### config.mk
export PLATFORM = sky130hd
export DESIGN_NAME = mant_mul_sched
export DESIGN_NICKNAME = d
export VERILOG_FILES = /design/src/rtl/mant_mul_sched.sv
export SDC_FILE = /design/constraint.sdc
export NUM_CORES = 1
export LEC_CHECK = 0
export BUFFER_PORTS_ARGS = -buffer_cell sky130_fd_sc_hd__buf_4
export CAP_MARGIN = 5
export CORE_MARGIN = 2
export CORE_UTILIZATION = 60
export DETAILED_ROUTE_END_ITERATION = 8
export HOLD_SLACK_MARGIN = 0.03
export PLACE_DENSITY = 0.79
export SLEW_MARGIN = 20
export SYNTH_ARGS = -nofsm -noshare
export SYNTH_HDL_FRONTEND = slang
export SYNTH_SLANG_ARGS = --single-unit
### constraint.sdc
create_clock -name clk -period 12.41 [get_ports clk]
set_input_delay 2.482 -clock clk [delete_from_list [all_inputs] [get_ports clk]]
set_output_delay 2.482 -clock clk [all_outputs]
set_load 0.02 [all_outputs]
### src/rtl/mant_mul_sched.sv
`default_nettype none
// ============================================================================
// Module      : mant_mul_sched
// Description : Shared iterative unsigned mantissa multiplier with a
//               two-requester round-robin front end. One radix-4 shift-add
//               datapath is time-shared between the FP multiply path and a
//               second client (divider/sqrt normaliser). Each operation takes
//               WIDTH/2 RUN cycles and returns the full 2*WIDTH-bit product
//               together with the id of the requester that issued it.
// Revision    : 1.0 - initial release
// ----------------------------------------------------------------------------
// Ports
//   clk         in   1        clock, rising edge
//   rstn        in   1        asynchronous active-low reset
//   req0_valid  in   1        requester 0 has an operand pair
//   req0_ready  out  1        requester 0 accepted when valid&ready
//   req0_a      in   WIDTH    requester 0 multiplicand
//   req0_b      in   WIDTH    requester 0 multiplier
//   req1_valid  in   1        requester 1 has an operand pair
//   req1_ready  out  1        requester 1 accepted when valid&ready
//   req1_a      in   WIDTH    requester 1 multiplicand
//   req1_b      in   WIDTH    requester 1 multiplier
//   res_valid   out  1        product available
//   res_ready   in   1        consumer takes product when valid&ready
//   res_data    out  2*WIDTH  unsigned product a*b
//   res_id      out  1        id of the requester that issued the operation
//   busy        out  1        high while an operation is in RUN or DONE
// ============================================================================
module mant_mul_sched #(
  parameter int WIDTH = 24
) (
  input  logic                 clk,
  input  logic                 rstn,
  input  logic                 req0_valid,
  output logic                 req0_ready,
  input  logic [WIDTH-1:0]     req0_a,
  input  logic [WIDTH-1:0]     req0_b,
  input  logic                 req1_valid,
  output logic                 req1_ready,
  input  logic [WIDTH-1:0]     req1_a,
  input  logic [WIDTH-1:0]     req1_b,
  output logic                 res_valid,
  input  logic                 res_ready,
  output logic [2*WIDTH-1:0]   res_data,
  output logic                 res_id,
  output logic                 busy
);

  // --------------------------------------------------------------------------
  // Constants
  // --------------------------------------------------------------------------
  localparam int c_HALF  = WIDTH / 2;
  localparam int c_CNT_W = $clog2(c_HALF + 1);

  localparam logic [c_CNT_W-1:0] c_LAST_STEP = c_CNT_W'(c_HALF - 1);
  localparam logic [c_CNT_W-1:0] c_CNT_ONE   = c_CNT_W'(1);

  localparam logic [1:0] c_IDLE = 2'd0;
  localparam logic [1:0] c_RUN  = 2'd1;
  localparam logic [1:0] c_DONE = 2'd2;

  // --------------------------------------------------------------------------
  // State
  // --------------------------------------------------------------------------
  logic [1:0]           r_state;
  logic                 r_ptr;       // 0: req0 has priority, 1: req1 has priority
  logic [WIDTH-1:0]     r_a;         // captured multiplicand
  logic [WIDTH-1:0]     r_b_sh;      // captured multiplier, consumed 2 bits per step
  logic                 r_id;        // id of the operation in flight
  logic [2*WIDTH-1:0]   r_acc;       // running sum of partial products
  logic [c_CNT_W-1:0]   r_cnt;       // radix-4 step index
  logic [2*WIDTH-1:0]   r_res_data;  // product presented to the consumer
  logic                 r_res_id;

  // --------------------------------------------------------------------------
  // Arbitration
  // --------------------------------------------------------------------------
  logic             w_idle;
  logic             w_any_valid;
  logic             w_gnt_id;
  logic             w_accept;
  logic [WIDTH-1:0] w_sel_a;
  logic [WIDTH-1:0] w_sel_b;

  assign w_idle      = (r_state == c_IDLE);
  assign w_any_valid = req0_valid | req1_valid;

  // Pointer side wins when it is valid; otherwise the other side gets it.
  // Only meaningful while w_any_valid is high.
  assign w_gnt_id = r_ptr ? req1_valid : ~req0_valid;

  assign req0_ready = w_idle & w_any_valid & ~w_gnt_id;
  assign req1_ready = w_idle & w_any_valid &  w_gnt_id;

  // Ready is only ever raised towards a valid requester, so any ready implies
  // a handshake on this edge.
  assign w_accept = w_idle & w_any_valid;

  assign w_sel_a = w_gnt_id ? req1_a : req0_a;
  assign w_sel_b = w_gnt_id ? req1_b : req0_b;

  // --------------------------------------------------------------------------
  // Radix-4 partial product: a * b[1:0], at most 3*a, fits in WIDTH+2 bits
  // --------------------------------------------------------------------------
  logic [WIDTH+1:0]   w_a_x1;
  logic [WIDTH+1:0]   w_a_x2;
  logic [WIDTH+1:0]   w_pp;
  logic [2*WIDTH-1:0] w_pp_wide;
  logic [2*WIDTH-1:0] w_pp_shift;
  logic [2*WIDTH-1:0] w_acc_next;

  assign w_a_x1 = {2'b00, r_a};
  assign w_a_x2 = {1'b0, r_a, 1'b0};

  always_comb begin
    w_pp = '0;
    case (r_b_sh[1:0])
      2'd0:    w_pp = '0;
      2'd1:    w_pp = w_a_x1;
      2'd2:    w_pp = w_a_x2;
      default: w_pp = w_a_x1 + w_a_x2;
    endcase
  end

  assign w_pp_wide  = {{(WIDTH-2){1'b0}}, w_pp};
  // Weight of the current digit is 4^cnt, i.e. a left shift by 2*cnt.
  assign w_pp_shift = w_pp_wide << {r_cnt, 1'b0};
  // The final sum equals a*b < 2^(2*WIDTH), so no carry out is lost.
  assign w_acc_next = r_acc + w_pp_shift;

  // --------------------------------------------------------------------------
  // Sequencer
  // --------------------------------------------------------------------------
  always_ff @(posedge clk or negedge rstn) begin
    if (!rstn) begin
      r_state    <= c_IDLE;
      r_ptr      <= 1'b0;
      r_a        <= '0;
      r_b_sh     <= '0;
      r_id       <= 1'b0;
      r_acc      <= '0;
      r_cnt      <= '0;
      r_res_data <= '0;
      r_res_id   <= 1'b0;
    end else begin
      case (r_state)
        c_IDLE: begin
          if (w_accept) begin
            r_a     <= w_sel_a;
            r_b_sh  <= w_sel_b;
            r_id    <= w_gnt_id;
            r_acc   <= '0;
            r_cnt   <= '0;
            // Next time, the requester that lost this round goes first.
            r_ptr   <= ~w_gnt_id;
            r_state <= c_RUN;
          end
        end

        c_RUN: begin
          r_acc  <= w_acc_next;
          r_b_sh <= r_b_sh >> 2;
          r_cnt  <= r_cnt + c_CNT_ONE;
          if (r_cnt == c_LAST_STEP) begin
            // Latch the product separately so it stays put through DONE and
            // after the handshake, independent of the working accumulator.
            r_res_data <= w_acc_next;
            r_res_id   <= r_id;
            r_state    <= c_DONE;
          end
        end

        c_DONE: begin
          // Ready is low in DONE, so returning to IDLE forces a one-cycle
          // bubble before the next accept.
          if (res_ready) begin
            r_state <= c_IDLE;
          end
        end

        default: begin
          r_state <= c_IDLE;
        end
      endcase
    end
  end

  // --------------------------------------------------------------------------
  // Outputs
  // --------------------------------------------------------------------------
  assign res_valid = (r_state == c_DONE);
  assign res_data  = r_res_data;
  assign res_id    = r_res_id;
  assign busy      = (r_state != c_IDLE);

endmodule
`default_nettype wire
=== Yosys cells after proc, flatten, opt, wreduce, memory -nomap -nowiden ===
Index checks and enable logic that the tools add are counted.
W data, S select, Z words.

* Logic and storage cells: 49
* Output and inout bits: 53
* Input bits: 101
* Register bits after elaboration: 153

* Equal/unequal tests: 8
* Muxes and demuxes: 14
* Bitwise gates (word level): 6
* Shift-type cells: 1
* Reduce and logical (&&, ||, !) cells: 8
* Add/subtract/negate cells: 3

{| class="wikitable"
|+ Operators with widths
! kind !! count
|-
| $pmux W48 S2 || 1
|-
| $pmux W26 S3 || 1
|-
| $mux W24 || 3
|-
| $add A48 B48 Y48 || 1
|-
| $mux W48 || 1
|-
| $pmux W24 S2 || 1
|-
| $shl A26 B5 Y48 || 1
|-
| $add A24 B25 Y26 || 1
|-
| $pmux W4 S2 || 1
|-
| $mux W2 || 3
|-
| $pmux W2 S3 || 1
|-
| $reduce_and A2 Y1 || 3
|-
| $add A4 B1 Y4 const B || 1
|-
| $eq A2 B1 Y1 const B || 2
|-
| $eq A2 B2 Y1 const B || 2
|-
| $eq A4 B4 Y1 const B || 1
|-
| $logic_not A2 Y1 || 2
|-
| $mux W4 || 1
|-
| $ne A2 B1 Y1 const B || 2
|-
| $reduce_bool A2 Y1 || 2
|-
| $and A1 B1 Y1 || 3
|-
| $reduce_and A3 Y1 || 1
|-
| $ne A2 B2 Y1 const B || 1
|-
| $not A1 Y1 || 2
|-
| 2 further kinds || 2
|}

=== Depth between registers and ports, before layout ===
* Depth after elaboration: 5
* Gate-level depth with buffers: 27
* Gate-level depth less buffers: 26

=== Worst setup path before layout ===
No wires, ideal clock.

* Kind: in2out
* Start: in req0_valid
* End: out req0_ready
* Data required time: 9.928 ns
* Setup slack: 6.199 ns
* Data arrival time: 3.729 ns
* Buffers on the path: 3
* Cell stages on the path: 6
* Cells stage by stage: inv_1 mux2i_1 buf_1 and2_1 clkbuf_1 clkbuf_1

* Cells in the longest elaborated chain, start to end: 4
* Elaborated cells on any way between the ends: 6
* Those cells by class: mux: 1; bitwise: 5

{| class="wikitable"
|+ Ends and longest elaborated chain
! item !! RTL line !! source
|-
| start: declaration || 34 || <nowiki>input logic req0_valid,</nowiki>
|-
| $not A1 Y1 || 90 || <nowiki>assign w_gnt_id = r_ptr ? req1_valid : ~req0_valid;</nowiki>
|-
| $mux W1 || 90 ||
|-
| $not A1 Y1 || 92 || <nowiki>assign req0_ready = w_idle & w_any_valid & ~w_gnt_id;</nowiki>
|-
| $and A1 B1 Y1 * || 92 ||
|-
| end: declaration || 35 || <nowiki>output logic req0_ready,</nowiki>
|}

Every way passes the cells marked *; elsewhere a longest branch is shown, timed or not.

=== Final worst setup path ===
* Start: reg r_a[13]
* End: reg r_res_data[40], in the netlist res_data[40]

* Cells in the longest elaborated chain, start to end: 4

{| class="wikitable"
|+ Ends and longest elaborated chain
! item !! RTL line !! source
|-
| start: declaration || 67 || <nowiki>logic [WIDTH-1:0] r_a;</nowiki>
|-
| start signal: assignment || 149 || <nowiki>r_a <= w_sel_a;</nowiki>
|-
| $add A24 B25 Y26 || 121 || <nowiki>default: w_pp = w_a_x1 + w_a_x2;</nowiki>
|-
| $pmux W26 S3 * || 117 || <nowiki>case (r_b_sh[1:0])</nowiki>
|-
| $shl A26 B5 Y48 * || 127 || <nowiki>assign w_pp_shift = w_pp_wide << {r_cnt, 1'b0};</nowiki>
|-
| $add A48 B48 Y48 * || 129 || <nowiki>assign w_acc_next = r_acc + w_pp_shift;</nowiki>
|-
| end signal: assignment || 167 || <nowiki>r_res_data <= w_acc_next;</nowiki>
|-
| end: declaration || 72 || <nowiki>logic [2*WIDTH-1:0] r_res_data;</nowiki>
|}

Marked as above.
A chain may end at the register's enable or synchronous reset.

==> key figures <==
Status
  – Status: completed

Clocking
  – Clock Latency Late Sink: 450 ps
  – Clock buffer depth: 2
  – H-tree Lvls: 4
  – Post-CTS Setup Repair Bufs: 0
  – Clk slew on worst S/H paths: 80 ps
  – Clock buffer count from CTS: 17
  – # clock sinks: 153
  – Resize count post-CTS: 0
  – Root buffer cell: clkbuf_16
  – Hold buffer count at CTS: 0
  – CTS tree: yes

Yosys
  – Post-Syn Instances: 1,398
  – Ys async rst share: 1.000
  – Seq/Total Area, Yosys: 0.3235
  – Synthesis Warnings: 0
  – Number of synthesized register bits: 153
  – Average cell area after synthesis: 8.467 µm²
  – Area leader, netlist: dfrtp_1
  – Number of library cell types mapped by synthesis: 80
  – Mapped cell area: 11,840 µm²
  – Top post-synthesis cells by area: dfrtp_1 (32%), ha_1 (7.6%), nand2_1 (5.8%)
  – Primary FF master, synth: dfrtp_1
  – Synth top area share: 0.3235
  – Syn_nets: about 1,600
  – Post-synth EDFFs: 0

Worst hold path
  – Hold endpoint: res_data[37]
  – Hold depth: 2
  – Min-delay src: res_data[37]
  – HP Class: reg2reg

Worst setup path
  – CP max stage cell: nor3_1
  – Worst path required time: 12,740 ps
  – Worst Setup End Kind: flop
  – R2R depth: 23
  – Critical Path Stages: 23
  – Crit-path cells: ha_1 > a21oi_1 > o211ai_1 > a221oi_2 > a21oi_1 > or2_1 > mux2i_1 > a221oi_1 > a211oi_1 > a21oi_1 > mux2_2 > o2bb2ai_1 > ha_1 > inv_1 > o21bai_1 > a2111oi_0 > o31ai_1 > nor2b_1 > a2111oi_2 > nor3_1 > a41oi_1 > xnor2_1 > mux2_2
  – Most used cell, CP: a21oi_1
  – CP Max Fanout: 6
  – RR Startpoint: r_a[13]
  – Critical Path Start Type: flop
  – Worst path arrival time: roughly 7000 ps
  – Crit path buffers/inverters: 1
  – Reg2Reg Setup Slack: 5610 ps
  – CP max stage delay: 850 ps
  – CP top delay family: compound AO/OA/AOI/OAI gates
  – WS Path Type: reg2reg
  – Critical register-to-register path endpoint: res_data[40]

Detailed routing
  – Vias: 11,230
  – DR WL/cell: 18.86 µm
  – Drc violations: 0
  – Vias/cell: 6.336
  – DRT Wirelength: ~33,000 µm
  – Iter 0 DRT Violations: around 900
  – Total iterations of the first detailed-routing run: 6
  – DRT antenna net count: 0

STA
  – Slew @ Worst Pin: 1093 ps
  – Min Tclk post-route: 6798 ps
  – Fin. Hold Viols: 0
  – Clock Skew: 12.94 ps
  – Period utilisation layout: 0.5478
  – Max transition margin: 0.2683
  – TNS Setup: 0 ps
  – Final setup fails: 0
  – Fmax: 147.1 MHz
  – Final Max Tran Viols: 0
  – RSZ-0062 raised after global routing: no

Floorplanning
  – Row Count: 51
  – Initial Utilization: 0.6102
  – IO Count: about 150
  – Die X: 144.5 µm
  – Die Height: about 140 µm
  – CORE AREA: slightly below 20,000 µm²
  – Die ar.: around 21,000 µm²

Global routing
  – GRT Overall Usage: 0.3288
  – Largest net degree at the start of global routing: slightly above 80
  – First-pass GRT wire length: between 50,000 and 60,000 µm
  – Congestion Overflow GR: 0
  – Vias in the first global route: 10,790
  – Number of antenna violations at the first check in global routing: 0

Cells and area
  – Layout cells sized above 1: 0.1771
  – Final Net Count: 1,670
  – Most frequent cells in the layout: nand2_1 (184), buf_4 (166), dfrtp_1 (153), o21ai_0 (111), a21oi_1 (100)
  – Diode count: 0
  – Commonest non-fill, non-tap cell in the layout: nand2_1
  – Layout area overhead: 16.01%

Flow run
  – Number of maximum-capacitance violations: 0

Place
  – Port Buffer Count: 153
  – Post-DP HPWL: 23,980 µm
  – Routability cong.: 0.9160
worst max-delay path by stage:
stage | startpoint | end | slack, ps
global route | r_a[8] | res_data[40] | 5250
floorplan | req0_valid | req0_ready | 6200
finish | r_a[13] | res_data[40] | 5610
CTS | req0_valid | req0_ready | 5750
detailed placement | req0_valid | req0_ready | 5750
global placement | req0_valid | req0_ready | 5760
area by class of cell:
class | count | area, µm²
clock buffer | 17 | 425.4
clock inverter | 15 | 190.2
fill | 1629 | 5667
inverter | 36 | 135.1
multi-input combinational | 1120 | 7564
sequential | 153 | 3829
tap | 265 | 331.6
timing repair buffer | 167 | 1257
worst register-to-register path, cell delays in order (launching register included):
cell	delay, ps
dfrtp_1	450
ha_1	370
a21oi_1	410
o211ai_1	190
a221oi_2	350
a21oi_1	140
or2_1	260
mux2i_1	150
a221oi_1	460
a211oi_1	160
a21oi_1	300
mux2_2	230
o2bb2ai_1	140
ha_1	440
inv_1	100
o21bai_1	190
a2111oi_0	130
o31ai_1	310
nor2b_1	200
a2111oi_2	80
nor3_1	850
a41oi_1	280
xnor2_1	210
mux2_2	270
layer usage:
metal  GRT usage  wire, µm  vias to the layer above
met1      0.4348     14220                     5394
met5           0         0                        -
met2      0.5420     16150                      420
li1            -         -                     5344
met3     0.05993      2125                       76
met4      0.1175       937                        0
cell usage after synthesis, types with 5 or more instances:
cell / n
or3_1: 12
ha_1: 72
mux2_2: 29
dfrtp_1: 153
xor2_1: 24
nand3_1: 46
o21ai_1: 21
o21ai_0: 111
nor2_1: 88
nand4_1: 10
buf_2: 5
nor3_1: 17
clkbuf_1: 73
buf_1: 10
and2_1: 7
a22o_1: 26
nor2b_1: 6
a21o_1: 43
xnor2_1: 32
a31oi_1: 15
o211ai_1: 11
nand2b_1: 11
o31ai_1: 6
o22ai_1: 8
nand2_1: 184
o2bb2ai_1: 6
a21oi_1: 100
mux2i_1: 56
o21a_1: 10
a211oi_1: 20
or2_2: 5
o21bai_1: 10
inv_1: 34
a22oi_1: 52
kinds of logic after synthesis:
| group | after synthesis | share of synthesized area |
|---|---|---|
| adders and majority gates | 74 | 0.07949 |
| AOI/OAI and AO/OA | 497 | 0.2838 |
| and+or+nand+nor | 408 | 0.1563 |
| xor gates and xnor gates | 56 | 0.04144 |
| buffers and inverters | 125 | 0.04049 |
| muxes | 85 | 0.07495 |
| DFF | 153 | 0.3235 |
stage by stage:
stage	std cells	cell area, µm²	util	hold slack (ps)	setup WS, ps
after floorplan	1398	11840	-	445.8	6199
after global placement	1741	13120	0.6761	466.9	5761
after detailed placement	1741	13120	0.6761	471.1	5751
after CTS	1773	13730	0.7079	490.0	5754
after global routing	1773	13730	0.7079	515.4	5247
final	1773	13730	0.7079	488.1	5612
registers in the layout, summed over array words and instances (netlist names):
name,flops
r_acc,48
res_data,48
r_a,24
r_b_sh,24
r_cnt,4
r_state,2
r_id,1
r_ptr,1
res_id,1
Power is not shown: default switching activity piles up to over one toggle a cycle in this logic, so the estimate is an artifact.
